--- config.mk ---
export PLATFORM = sky130hd
export DESIGN_NAME = regfile_read_arbiter
export DESIGN_NICKNAME = d
export VERILOG_FILES = /design/src/rtl/regfile_read_arbiter.sv
export SDC_FILE = /design/constraint.sdc
export NUM_CORES = 1
export LEC_CHECK = 0
export ABC_AREA = 1
export CORE_MARGIN = 4
export CORE_UTILIZATION = 40
export DETAILED_ROUTE_END_ITERATION = 10
export GPL_TIMING_DRIVEN = 0
export MAX_ROUTING_LAYER = met4
export PLACE_DENSITY = 0.76
export SYNTH_ARGS = -nofsm -noshare
export SYNTH_HDL_FRONTEND = slang
export SYNTH_SLANG_ARGS = --single-unit
--- constraint.sdc ---
create_clock -name clock -period 3 [get_ports clock]
set_input_delay 0.45 -clock clock [delete_from_list [all_inputs] [get_ports clock]]
set_output_delay 0.45 -clock clock [all_outputs]
set_load 0.01 [all_outputs]
--- src/rtl/regfile_read_arbiter.sv ---
// regfile_read_arbiter
// Shares one 32x32 register-file read port among NUM_REQ requesters using a
// round-robin arbiter. The winner drives the port select in its grant cycle.
// The read data returns one cycle later on that requester's response lane.
// Optional feature macro: RFARB_R0_BYPASS_EN. When it is defined, reads of r0
// are answered locally with zero and take no part in arbitration.
module regfile_read_arbiter #(
  parameter int NUM_REQ = 4,
  parameter int PTR_W   = 3
) (
  input  logic                  clock,
  input  logic                  ctrl_reset,
  input  logic [NUM_REQ-1:0]    req,
  input  logic [5*NUM_REQ-1:0]  req_addr,
  output logic [NUM_REQ-1:0]    gnt,
  output logic [4:0]            ctrl_readReg,
  input  logic [31:0]           data_readReg,
  output logic [NUM_REQ-1:0]    rsp_valid,
  output logic [32*NUM_REQ-1:0] rsp_data
);

  // Per-requester view of the packed address bus
  logic [4:0]         addr_arr [NUM_REQ];
  // Requests answered locally (r0 bypass); all zero when the feature is off
  logic [NUM_REQ-1:0] bypass_vec;
  // Requests that compete for the shared read port
  logic [NUM_REQ-1:0] arb_req;
  logic [NUM_REQ-1:0] arb_gnt;
  logic               arb_found;
  logic [PTR_W-1:0]   arb_idx;
  logic [4:0]         sel_next;

  // Round-robin pointer: index of the most recent arbitrated winner
  logic [PTR_W-1:0]   last_gnt_reg;
  logic [PTR_W-1:0]   last_gnt_next;

  // Registered response state
  logic [NUM_REQ-1:0] rsp_valid_reg;
  logic [31:0]        rsp_data_reg [NUM_REQ];

  genvar gi;
  generate
    for (gi = 0; gi < NUM_REQ; gi++) begin : g_lane
      assign addr_arr[gi] = req_addr[5*gi +: 5];
`ifdef RFARB_R0_BYPASS_EN
      assign bypass_vec[gi] = req[gi] && (addr_arr[gi] == 5'd0);
`else
      assign bypass_vec[gi] = 1'b0;
`endif
      assign rsp_data[32*gi +: 32] = rsp_data_reg[gi];
    end
  endgenerate

  assign arb_req = req & ~bypass_vec;

  // Round-robin search: scan upward from the slot after last_gnt, wrapping
  always_comb begin : search
    int cand;
    arb_found = 1'b0;
    arb_idx   = '0;
    arb_gnt   = '0;
    cand      = 0;
    for (int k = 0; k < NUM_REQ; k++) begin
      cand = int'(last_gnt_reg) + 1 + k;
      if (cand >= NUM_REQ) cand = cand - NUM_REQ;
      if (cand >= NUM_REQ) cand = cand - NUM_REQ;
      for (int j = 0; j < NUM_REQ; j++) begin
        if (!arb_found && arb_req[j] && (cand == j)) begin
          arb_found  = 1'b1;
          arb_idx    = PTR_W'(j);
          arb_gnt[j] = 1'b1;
        end
      end
    end
  end

  // Read-port select follows the arbitrated winner; bypass grants never drive it
  always_comb begin
    sel_next = 5'd0;
    for (int j = 0; j < NUM_REQ; j++) begin
      if (arb_gnt[j]) sel_next = addr_arr[j];
    end
  end

  // Reset suppresses every grant, so nothing issued in a reset cycle is served
  assign gnt          = ctrl_reset ? '0 : (arb_gnt | bypass_vec);
  assign ctrl_readReg = ctrl_reset ? 5'd0 : sel_next;

  // Pointer moves only on an arbitrated grant
  assign last_gnt_next = arb_found ? arb_idx : last_gnt_reg;

  // Round-robin pointer register; requester 0 has top priority after reset
  always_ff @(posedge clock) begin
    if (ctrl_reset) begin
      last_gnt_reg <= PTR_W'(NUM_REQ - 1);
    end else begin
      last_gnt_reg <= last_gnt_next;
    end
  end

  // Response lanes: pulse valid and capture data for every lane granted this cycle
  always_ff @(posedge clock) begin
    if (ctrl_reset) begin
      rsp_valid_reg <= '0;
      for (int j = 0; j < NUM_REQ; j++) rsp_data_reg[j] <= '0;
    end else begin
      rsp_valid_reg <= arb_gnt | bypass_vec;
      for (int j = 0; j < NUM_REQ; j++) begin
        if (arb_gnt[j]) begin
          rsp_data_reg[j] <= data_readReg;
        end else if (bypass_vec[j]) begin
          rsp_data_reg[j] <= 32'd0;
        end
      end
    end
  end

  assign rsp_valid = rsp_valid_reg;

endmodule

==> metrics <==
outcome=finished with violations; failing checks=negative setup slack; MaxCap Viol Count=0; Core Area=0.0132 mm²; gr ovfl total=0; flop-to-flop setup slack=0.16 ns; RR Startpoint=last_gnt_reg[1]; CTS tree=done; DRT iter0 DRCs=243; # DRC=0; cts hold-fix bufs=0; sequential share of the synthesized area=74.0%; # rows=42; max FFs per register=128; CP max FO=6; Worst R2R Path Depth=14; Fin Clk Skew=0.00405 ns; drt total wl=15.1 mm; Final Slew Violations=0; largest family of logic cells by synthesized area=simple AND/OR/NAND/NOR gates; Final Power=8750 µW; dpl ws=-1.62 ns; CTS Sinks=134; Hold Path Stages=2; worst skew pair latency=0.41 ns; RSZ-0062 raised after global routing=yes; area leader, netlist=edfxtp_1; Die Width=124 µm; final antenna-violating net count=0; root buffer cell=clkbuf_16; cell mode on critical path=nand4_4; Final Worst Setup Slack=-0.0351 ns; wire length per cell=17.5 µm; Buffers on Ports=198; Critical Path End=ctrl_readReg[1]; Critical Path RT=2.55 ns; mux cell area share after synthesis=0%; Die Ht=124 µm; r2r endpoint=rsp_data_reg[2][21]; Vias=4134; TritonCTS Buffers=17; Synth Area in Adders=0%; vias per cell=4.79; nets=732; initial antenna violation count=0; CP Data Arrival Time=2.59 ns; share of layout cells above drive strength 1=21.0%; mapped cell area=0.00536 mm²; Slew @ Worst Pin=0.910 ns; worst-path cell chain=buf_8 -> inv_2 -> nand3_2 -> nand3_2 -> nor2_4 -> nand4_4 -> nor2_4 -> nand4_4 -> nor3_4 -> buf_6 -> nand4_4 -> a21oi_4 -> buf_6 -> nand2_4 -> nand2_1 -> buf_2; Starting Density=40.6%; fmax=329 MHz; Worst Setup SP=last_gnt_reg[1]; final-report hold violation count=0; Slowest-stage cell, CP=dfxtp_2; CP max stage delay=0.33 ns; Min-Delay Path Class=flip-flop to flip-flop; Synth Area in Simple Gates=19.7%; Reg clk slew, reported paths=0.05 ns; Post-Synth XOR/XNOR Area=0%; YS warnings=0; fin crit share=101%; Static Leak=0.00350 µW; P&R area growth vs syn=58.7%; Power Density=1030 mW/mm²; drt pass-1 iters=4; Synth Area in Compound Gates=0.957%; CP Capture Type=output port; GP Congestion=0.844; Startpoint Class=flip-flop; Setup CP Type=flip-flop to output port; endpoints failing setup=5; # IOs=199; first-pass GRT wire length=22.8 mm; Post-Syn Nets=492; Final Critical Period=3.04 ns; Synth Area per Inst=12.3 µm²; total die area=0.0153 mm²; worst rel slew slack=39.2%; CTS Buffer Depth=2; count of state elements after synthesis=134; Synth area leaders=edfxtp_1 72%, nor2_1 8.0%, nor2_2 3.7%, inv_1 3.6%, nand2_1 3.2%; htree depth=4; Yosys cell types=23; Total GRT Usage=20.8%; Syn Inst Count=434; vias in the first global route=4251; number of diodes=0; Synth top area share=71.7%; largest net degree at the start of global routing=33; worst ir drop on vdd=0.500 mV; DP HPWL=10.1 mm
[placed cells by master (no fill, tap or decap), types with 7 or more instances in the layout]
cell	n
nand2_1	32
clkbuf_16	17
clkdlybuf4s50_1	185
nand3_1	12
clkinv_2	7
nor2_1	112
buf_6	8
buf_4	17
buf_2	10
nor2_2	30
inv_1	48
edfxtp_1	128
a21oi_1	7
nand2_2	7
[metrics by stage]
step | instance area (µm²) | TNS (ns) | instances | hold slack (ns) | util [%]
floorplan | 5360 | 0 | 434 | 0.546 | -
global placement | 7570 | -117.23 | 808 | 0.628 | 57.4
detailed placement | 7620 | -58.60 | 810 | 0.649 | 57.8
CTS | 8460 | -0.970 | 862 | 0.573 | 64.1
global route | 8500 | -1.36 | 863 | 0.634 | 64.5
finish | 8500 | -0.112 | 863 | 0.624 | 64.5
[power by group]
part | internal (µW) | switching (µW) | total (µW)
Clock | 1170 | 719 | 1890
Sequential | 2970 | 229 | 3200
Combinational | 1770 | 1890 | 3660
[layout make-up]
| class | instances | area, µm² |
|---|---|---|
| flip-flops and latches | 134 | 3970 |
| clock inverters | 10 | 81.3 |
| repair buffers | 221 | 2170 |
| well taps | 176 | 220 |
| multi-input cells | 234 | 1280 |
| fillers | 958 | 4690 |
| inverters | 54 | 203 |
| plain buffers | 12 | 109 |
| clock buffers | 22 | 464 |
[critical path: cells and delay by family, from the launching register on]
family,cells,cell delay (ns)
flip-flops,1,0.33
AND/OR/NAND/NOR,10,1.01
buffers and inverters,5,0.59
AO/OA/AOI/OAI,1,0.27
[worst min-delay path by stage]
stage	to	startpoint
after floorplan	rsp_valid[3]	ctrl_reset
after global placement	last_gnt_reg[0]	last_gnt_reg[0]
after detailed placement	last_gnt_reg[0]	last_gnt_reg[0]
after CTS	last_gnt_reg[0]	req[3]
after global routing	last_gnt_reg[0]	last_gnt_reg[0]
final	last_gnt_reg[0]	last_gnt_reg[0]
[Yosys cell counts, drive strengths merged]
library cell	instances
nand4	7
nand2	46
buf	13
nor3b	1
nor2	148
nand3	18
a21oi	8
nand3b	1
dfxtp	6
inv	54
edfxtp	128
nor3	3
nor4b	1
[cell families (layout without fill, tap and decap cells)]
logic type / Yosys count / after routing
simple gates: 225 / 226
flops: 134 / 134
buf+inv: 67 / 319
compound gates: 8 / 8
[metal layers]
layer | vias to the layer above | share of wire, % | GRT usage (%)
met2 | 193 | 52 | 35.2
met3 | 49 | 6.6 | 5.22
li1 | 1917 | - | -
met4 | 0 | 3.3 | 9.55
met5 | - | 0 | -
met1 | 1975 | 38 | 23.3
[what timing repair did]
| item | in CTS | in global routing |
|---|---|---|
| pin swaps | 15 | 11 |
| cloned | 1 | 0 |
| buffers inserted | 20 | 1 |
| resized for setup | 78 | 10 |
| setup endpoints to repair | 73 | 41 |
Note: power is estimated with default switching activity, not from simulation.
